[src/rtl/snooper_pkg.sv]
// Shared types and width helpers for the AXI-Stream keep snooper.
package snooper_pkg;

  typedef enum logic [1:0] {
    IDLE,
    CAPTURE,
    DROP
  } state_e;

  // Committed length can reach 2^addr_width full beats, hence the extra bit.
  function automatic int byte_len_width(input int data_width, input int addr_width);
    return addr_width + $clog2(data_width / 8) + 1;
  endfunction

endpackage

[src/rtl/keep_popcount.sv]
// Combinational count of asserted TKEEP byte qualifiers.
module keep_popcount #(
  parameter  int KEEP_WIDTH = 16,
  localparam int CNT_W      = $clog2(KEEP_WIDTH + 1)
) (
  input  logic [KEEP_WIDTH-1:0] keep_i,
  output logic [CNT_W-1:0]      count_o
);

  // NOTE: the output gets a default before the loop so no path leaves it unassigned and no latch is inferred.
  always_comb begin
    count_o = '0;
    for (int i = 0; i < KEEP_WIDTH; i++) begin
      count_o = count_o + CNT_W'(keep_i[i]);
    end
  end

endmodule

[src/rtl/axistream_keep_snooper.sv]
// Passive AXI-Stream tap that copies whole packets into a word memory,
// reports their byte length, and counts packets it had to drop.
module axistream_keep_snooper
  import snooper_pkg::*;
#(
  parameter int DATA_WIDTH = 128,
  parameter int ADDR_WIDTH = 8,
  parameter int CNT_WIDTH  = 16
) (
  input  logic                                              clk,
  input  logic                                              rst,
  input  logic [DATA_WIDTH-1:0]                             TDATA,
  input  logic [DATA_WIDTH/8-1:0]                           TKEEP,
  input  logic                                              TVALID,
  input  logic                                              TREADY,
  input  logic                                              TLAST,
  input  logic                                              mem_ready,
  output logic [ADDR_WIDTH-1:0]                             wr_addr,
  output logic [DATA_WIDTH-1:0]                             wr_data,
  output logic                                              wr_en,
  output logic                                              done,
  output logic [byte_len_width(DATA_WIDTH, ADDR_WIDTH)-1:0] byte_len,
  output logic [CNT_WIDTH-1:0]                              drop_cnt
);

  localparam int KEEP_W = DATA_WIDTH / 8;
  localparam int LEN_W  = byte_len_width(DATA_WIDTH, ADDR_WIDTH);
  localparam int POP_W  = $clog2(KEEP_W + 1);

  state_e                  state_q;
  logic [ADDR_WIDTH-1:0]   addr_q;
  logic                    full_q;
  logic                    commit_q;
  logic [LEN_W-1:0]        len_q;
  logic [ADDR_WIDTH-1:0]   wr_addr_q;
  logic [DATA_WIDTH-1:0]   wr_data_q;
  logic                    wr_en_q;
  logic                    done_q;
  logic [LEN_W-1:0]        byte_len_q;
  logic [CNT_WIDTH-1:0]    drop_cnt_q;

  logic                    beat;
  logic                    drop_event;
  logic [POP_W-1:0]        keep_cnt;
  logic [ADDR_WIDTH-1:0]   beat_idx;
  logic [LEN_W-1:0]        last_len;

  keep_popcount #(
    .KEEP_WIDTH (KEEP_W)
  ) u_keep_popcount (
    .keep_i  (TKEEP),
    .count_o (keep_cnt)
  );

  assign beat = TVALID && TREADY;

  // Only the last beat's TKEEP matters; earlier beats count as full words.
  always_comb begin
    beat_idx   = (state_q == CAPTURE) ? addr_q : '0;
    last_len   = LEN_W'(beat_idx) * LEN_W'(KEEP_W) + LEN_W'(keep_cnt);
    drop_event = beat && TLAST &&
                 ((state_q == DROP) ||
                  (state_q == IDLE && !mem_ready) ||
                  (state_q == CAPTURE && full_q));
  end

  // NOTE: all state and outputs are flops updated with non-blocking assignments, so every output is registered.
  always_ff @(posedge clk) begin
    if (rst) begin
      state_q    <= IDLE;
      addr_q     <= '0;
      full_q     <= 1'b0;
      commit_q   <= 1'b0;
      len_q      <= '0;
      wr_addr_q  <= '0;
      wr_data_q  <= '0;
      wr_en_q    <= 1'b0;
      done_q     <= 1'b0;
      byte_len_q <= '0;
      drop_cnt_q <= '0;
    end else begin
      wr_en_q  <= 1'b0;
      done_q   <= commit_q;
      commit_q <= 1'b0;
      if (commit_q) begin
        byte_len_q <= len_q;
      end
      if (drop_event && (drop_cnt_q != '1)) begin
        drop_cnt_q <= drop_cnt_q + CNT_WIDTH'(1);
      end

      if (beat) begin
        unique case (state_q)
          IDLE: begin
            if (mem_ready) begin
              wr_en_q   <= 1'b1;
              wr_addr_q <= '0;
              wr_data_q <= TDATA;
              addr_q    <= ADDR_WIDTH'(1);
              full_q    <= 1'b0;
              if (TLAST) begin
                commit_q <= 1'b1;
                len_q    <= last_len;
              end else begin
                state_q <= CAPTURE;
              end
            end else if (!TLAST) begin
              state_q <= DROP;
            end
          end
          CAPTURE: begin
            // A full memory turns the rest of the packet into a drop.
            if (full_q) begin
              state_q <= TLAST ? IDLE : DROP;
            end else begin
              wr_en_q   <= 1'b1;
              wr_addr_q <= addr_q;
              wr_data_q <= TDATA;
              addr_q    <= addr_q + ADDR_WIDTH'(1);
              full_q    <= &addr_q;
              if (TLAST) begin
                commit_q <= 1'b1;
                len_q    <= last_len;
                state_q  <= IDLE;
              end
            end
          end
          DROP: begin
            if (TLAST) begin
              state_q <= IDLE;
            end
          end
          default: state_q <= IDLE;
        endcase
      end
    end
  end

  assign wr_addr  = wr_addr_q;
  assign wr_data  = wr_data_q;
  assign wr_en    = wr_en_q;
  assign done     = done_q;
  assign byte_len = byte_len_q;
  assign drop_cnt = drop_cnt_q;

endmodule

[config.mk]
export PLATFORM = sky130hd
export DESIGN_NAME = axistream_keep_snooper
export DESIGN_NICKNAME = d
export VERILOG_FILES = /design/src/rtl/snooper_pkg.sv /design/src/rtl/keep_popcount.sv /design/src/rtl/axistream_keep_snooper.sv
export SDC_FILE = /design/constraint.sdc
export NUM_CORES = 1
export LEC_CHECK = 0
export ABC_AREA = 1
export CORE_MARGIN = 2
export CORE_UTILIZATION = 46
export DETAILED_ROUTE_END_ITERATION = 16
export PLACE_DENSITY_LB_ADDON = 0.08
export RECOVER_POWER = 100
export SETUP_SLACK_MARGIN = 0.5
export SLEW_MARGIN = 20
export SYNTH_ARGS = -nofsm -noshare
export SYNTH_HDL_FRONTEND = slang
export SYNTH_SLANG_ARGS = --single-unit
[constraint.sdc]
create_clock -name clk -period 15.7 [get_ports clk]
set_clock_uncertainty 0.2 [all_clocks]
set_input_delay 3.925 -clock clk [delete_from_list [all_inputs] [get_ports clk]]
set_output_delay 3.925 -clock clk [all_outputs]
set_load 0.02 [all_outputs]
# Yosys cells after proc, flatten, opt, wreduce, memory -nomap -nowiden

Cells that the tools add are included.

Add/subtract/negate cells: 18
Multipliers: 0
Divide/modulo/power cells: 0
Order comparisons: 0
Equality and inequality tests: 6
Shifts and indexed selects: 0
Muxes and demuxes: 31
Bitwise operators: 1
Reductions and logical operators: 16

Operators by type and width:

| kind                    | count |
|---|---|
| $mux W128               | 2 |
| $pmux W128 S2           | 1 |
| $add A5 B1 Y5           | 14 |
| $mux W8                 | 5 |
| $mux W13                | 3 |
| $pmux W8 S2             | 2 |
| $pmux W13 S2            | 1 |
| $add A16 B1 Y16 const B | 1 |
| $ne A16 B16 Y1 const B  | 1 |
| $add A12 B5 Y13         | 1 |
| $mux W2                 | 6 |
| $add A8 B1 Y8 const B   | 1 |
| $reduce_and A8 Y1       | 1 |
| $mux W1                 | 7 |
| $logic_and A1 B1 Y1     | 6 |
| $ne A2 B2 Y1 const B    | 3 |
| $pmux W1 S2             | 3 |
| $pmux W2 S3             | 1 |
| $reduce_and A4 Y1       | 1 |
| $reduce_and A3 Y1       | 1 |
| $add A1 B1 Y2           | 1 |
| $eq A2 B1 Y1 const B    | 1 |
| $eq A2 B2 Y1 const B    | 1 |
| $logic_not A2 Y1        | 1 |
| other kinds (6)         | 7 |

Flip-flop bits (word level): 192
Bits in latches: 0
Memory bits (writable): 0
ROM bits: 0
Output and inout port bits: 167
Word-level logic and storage cells: 83
Memories: 0

# Longest topological paths before layout

Word-level depth: 19
Gate-level depth with buffers: 20
Gate-level depth less buffers: 20

# Hierarchy

From an unflattened synthesis, not the netlist that was laid out.

Cell total of the unflattened synthesis: 1033
Area total of the unflattened synthesis: 7786.2 µm²

By module, submodules not included:

| module                 | instances | cells an instance | area each (µm²) | sequential area each (µm²) |
|---|---|---|---|---|
| axistream_keep_snooper | 1         | 981               | 7372.1          | 3843.7 |
| keep_popcount          | 1         | 52                | 414.1           | 0.0 |

# Worst setup path after synthesis

No wires, ideal clock.

Kind: input -> register
Start: input TKEEP[0]
End: register len_q[12]
Setup time: 0.117 ns
Arrival time: 7.808 ns
Data required time: 15.383 ns
Slack: 7.574 ns
Stages on the path: 19
Cell sequence: ha_1 inv_1 fa_1 fa_1 fa_1 fa_1 inv_1 fa_1 fa_1 nand2_1 a21oi_1 ha_1 ha_1 nand2_1 nor2_1 nand3_1 nor2_1 nor2_1 nor2_1

Word-level cells in the longest chain between the ends: 19

RTL lines:

| item                           | line                                                         | source |
|---|---|---|
| start, declared                | axistream_keep_snooper.sv:13                                 | `input logic [DATA_WIDTH/8-1:0] TKEEP,` |
| $add A1 B1 Y2 *                | keep_popcount.sv:14                                          | `count_o = count_o + CNT_W'(keep_i[i]);` |
| $add A5 B1 Y5 * (14 in series) | keep_popcount.sv:14                                          |  |
| $add A12 B5 Y13 *              | axistream_keep_snooper.sv:60                                 | `last_len = LEN_W'(beat_idx) * LEN_W'(KEEP_W) + LEN_W'(keep_cnt);` |
| $mux W13 *                     | axistream_keep_snooper.sv:101, axistream_keep_snooper.sv:121 |  |
| $mux W13 (on tied branches)    | axistream_keep_snooper.sv:113, axistream_keep_snooper.sv:95  |  |
| $pmux W13 S2 *                 | axistream_keep_snooper.sv:93                                 | `unique case (state_q)` |
| end signal, assigned           | axistream_keep_snooper.sv:103                                | `len_q <= last_len;` |
| end signal, assigned           | axistream_keep_snooper.sv:123                                | `len_q <= last_len;` |
| end, declared                  | axistream_keep_snooper.sv:34                                 | `logic [LEN_W-1:0] len_q;` |

Every way passes the cells marked *; elsewhere a longest branch is shown, timed or not. The select of a mux whose other input is x is not followed.
A chain may end at the register's enable or synchronous reset.

# Final worst setup path

Start: input TVALID
End: register wr_data_q[28] (netlist: wr_data[28])

Word-level cells in the longest chain between the ends: 2

RTL lines:

| item                        | line                          | source |
|---|---|---|
| start, declared             | axistream_keep_snooper.sv:14  | `input logic TVALID,` |
| $logic_and A1 B1 Y1         | axistream_keep_snooper.sv:55  | `assign beat = TVALID && TREADY;` |
| $reduce_and A4 Y1 (no line) | --                            |  |
| end signal, assigned        | axistream_keep_snooper.sv:76  | `wr_data_q <= '0;` |
| end signal, assigned        | axistream_keep_snooper.sv:98  | `wr_data_q <= TDATA;` |
| end signal, assigned        | axistream_keep_snooper.sv:118 | `wr_data_q <= TDATA;` |
| end, declared               | axistream_keep_snooper.sv:36  | `logic [DATA_WIDTH-1:0] wr_data_q;` |

No other way between the ends.

==> metrics.log <==
INFO  metric die_width = 133 µm
INFO  metric ys_seq_elements = 192
INFO  metric number_of_buffers_and_inverters_on_the_critical_path = 4
INFO  metric max_cap_violations = 5
INFO  metric synth.yosys.seq_area_share = 0.501
INFO  metric finalWeightedCongestion = 0.823
INFO  metric boundary_pin_count = 317
INFO  metric fp.dieArea = 17700 µm²
INFO  metric detailed_place_hpwl = 15.6 mm
INFO  metric largest_net_degree_at_the_start_of_global_routing = 90
INFO  metric final_min_period_over_clock_period = 0.708
INFO  metric ir_worst_vdd = 77.1 µV
INFO  metric yosys_warnings = 0
INFO  metric crit_fanout = 89
INFO  metric p_per_area = 97.3 nW/µm²
INFO  metric clock_path_buffers = 2
INFO  metric clock_tree.root_cell = clkbuf_16
INFO  metric run_status = finished with violations
INFO  metric vias = 7481
INFO  metric post_synth_instance_area = 7670 µm²
INFO  metric final_core_area_utilization = 0.696
INFO  metric average_cell_area_after_synthesis = 7.52 µm²
INFO  metric cp_slowest_cell = clkinvlp_2
INFO  metric routed_wl = 22.2 mm
INFO  metric cts_made_buffers = 17
INFO  metric worst_skew_pair.late_latency = 430 ps
INFO  metric yosysTopAreaCell = dfxtp_1
INFO  metric yosys.area.top_type_share = 0.501
INFO  metric number_of_antenna_violations_at_the_first_check_in_global_routing = 0
INFO  metric worstMarginPinSlew = 3840 ps
INFO  metric crit_path_start_kind = input port
INFO  metric timing.critical_path.to_type = register
INFO  metric worst_min_path_class = register to register
INFO  metric setup_repair_after_global_routing_missed_its_margin = false
INFO  metric cts_hold_buffers = 0
INFO  metric netlist_top_cells_area = dfxtp_1, nand2_1, a21oi_1
INFO  metric drtIter0Drc = 485
INFO  metric routed_via_density = 4.87
INFO  metric drt-wirelength-per-cell = 14.5 µm
INFO  metric grt_pass1_vias = 7014
INFO  metric initial_core_util = 0.467
INFO  metric post-cts-setup-buffer-count = 0
INFO  metric antenna_cells_inserted = 0
INFO  metric synth_cells = 1019
INFO  metric drive_above_1_share = 0.0297
INFO  metric port_buffers = 316
INFO  metric synthDistinctLibCells = 32
INFO  metric critPathRequiredTime = 15630 ps
INFO  metric synth_fp_nets = 1188
INFO  metric grt_util_all_layers = 0.246
INFO  metric drt_first_pass_iters = 5
INFO  metric cts_h_tree_lvls = 4
INFO  metric worst_path_dominant_cell_family = buffers and inverters
INFO  metric clk_transition_reported_paths = 70 ps
INFO  metric failed_checks = capacitance limit, slew limit
INFO  metric async_flop_share = 0
INFO  metric met2_wirelength = 10.7 mm
INFO  metric max_freq = 89.9 MHz
INFO  metric synth-main-ff-cell = dfxtp_1
INFO  metric met3_wirelength = 1.80 mm
INFO  metric path_cells = dlygate4sd3_1 > nand2_1 > inv_1 > nand2_1 > clkinvlp_2 > clkbuf_1 > nand2_1 > a21oi_1
INFO  metric critPathMostFrequentCell = nand2_1
INFO  metric core.rowCount = 47
INFO  metric placeableCoreArea = 16400 µm²
INFO  metric slew-limit-headroom = -1.56
INFO  metric cellLeakagePower = 0.00477 µW
INFO  metric total_congestion_overflow_after_global_routing = 0
INFO  metric routedLengthMet1 = 9.16 mm
INFO  metric setup_tns = 0 ps
INFO  metric max_slew_violation_total_from_the_final_report = 368
INFO  metric antenna_left = 0
INFO  metric clock_tree_from_tritoncts = yes
INFO  metric cts.sinks = 192
INFO  metric hold_viol_final = 0
INFO  metric postCtsResizedCells = 0
INFO  metric setup_violations = 0
INFO  metric number_of_synthesized_flops_with_an_enable_pin = 0
INFO  metric slowest_delay = 2380 ps
INFO  metric grt_first_pass_wirelength = 35.1 mm
INFO  metric worst-setup-path-type = input port to register
INFO  metric finalCriticalPeriod = 11120 ps
INFO  metric timing.critical_path.arrival = 11050 ps
INFO  metric drcViolationCount = 0
INFO  metric final_nets = 1472
INFO  metric flow.area_growth_from_synthesis = 49.0%
INFO  metric die_h = 133 µm
INFO  metric top_layer_used = met4
cells in the final DEF, fill, tap and decap left out, drive strengths merged, types with 2 or more instances in the layout:
| cell type | count |
|---|---|
| bufinv | 2 |
| fa | 10 |
| xnor2 | 5 |
| nand4 | 8 |
| o21ai | 35 |
| nand3 | 24 |
| ha | 9 |
| nand2 | 357 |
| clkdlybuf4s50 | 146 |
| nor2 | 85 |
| clkinv | 4 |
| clkinvlp | 5 |
| dlygate4sd3 | 169 |
| a21oi | 165 |
| inv | 60 |
| xor2 | 5 |
| dfxtp | 192 |
| clkbuf | 26 |
area by class of cell:
type	count	area, µm²
Clock inverter	9	109
Multi-Input combinational cell	710	3310
Clock buffer	22	474
Sequential cell	192	3840
Tap cell	220	275
Timing Repair Buffer	320	3180
Inverter	62	234
Fill cell	1421	4990
registers in the layout, summed over array words and instances (netlist names):
| register | count |
|---|---|
| byte_len | 13 |
| wr_data | 128 |
| drop_cnt | 16 |
| commit_q | 1 |
| state_q | 2 |
| addr_q | 8 |
| len_q | 13 |
| full_q | 1 |
| done | 1 |
| wr_en | 1 |
| wr_addr | 8 |
layer usage:
layer | track usage | up-vias
met1 | 0.292 | 3394
met2 | 0.418 | 247
li1 | - | 3804
met4 | 0.0881 | 0
met5 | 0 | -
met3 | 0.0811 | 36
logic make-up after synthesis:
group / synth area share
and+or+nand+nor: 0.243
AOI/OAI and AO/OA: 0.136
DFF: 0.501
buffers and inverters: 0.0668
adders and majority gates: 0.0408
xor gates and xnor gates: 0.0114
where the power goes:
group	total [µW]	leakage [µW]	internal [µW]	switching, µW
registers	511	0.00156	503	7.77
clock network	432	0.000274	246	185
logic	168	0.00293	82.6	85.7
total	1110	0.00477	832	279
final timing paths:
| check | startpoint | end | slack (ps) | cells after the start |
|---|---|---|---|---|
| worst min-delay path | wr_data[31]$_SDFFE_PP0P_ | wr_data[31]$_SDFFE_PP0P_ | 260 | 2 |
| worst max-delay path | TVALID | wr_data[28]$_SDFFE_PP0P_ | 4580 | 8 |
| worst min register to register | wr_data[31]$_SDFFE_PP0P_ | wr_data[31]$_SDFFE_PP0P_ | 260 | 2 |
| worst max register to register | state_q[1]$_SDFFE_PP0P_ | wr_data[95]$_SDFFE_PP0P_ | 8160 | 8 |
worst reg2reg max path, cell delays in order (launching register included):
cell,delay (ps)
dfxtp_1,350
inv_2,110
nand2_2,100
o21ai_2,190
nand2_1,1260
clkinvlp_2,1980
clkbuf_1,2730
nand2_1,220
a21oi_1,280
Yosys cell counts, types with 2 or more instances:
| library cell | count |
|---|---|
| ha_1 | 9 |
| nand3_1 | 23 |
| nor2_2 | 2 |
| nand4_1 | 8 |
| nand2_1 | 355 |
| nor2_1 | 82 |
| inv_1 | 59 |
| clkbuf_1 | 23 |
| fa_1 | 10 |
| inv_2 | 2 |
| dfxtp_1 | 192 |
| xnor2_1 | 5 |
| a21oi_1 | 165 |
| o21ai_0 | 32 |
| o21ai_2 | 2 |
| nand2_2 | 2 |
| buf_2 | 19 |
| xor2_1 | 5 |
| buf_4 | 11 |
metrics by stage:
step           instance area (µm²)  total power (µW)  std cells  hold WS [ps]  worst slack, ps
6_report                     11400              1110       1535           259             4580
4_1_cts                      11400              1120       1535           265             7350
3_3_place_gp                 10900               692       1504           251             6990
2_1_floorplan                 7670               614       1019           234             7570
3_5_place_dp                 10900               695       1504           255             6910
5_1_grt                      11400              1160       1535           274             3770
Power figures use the tool's default switching activity.
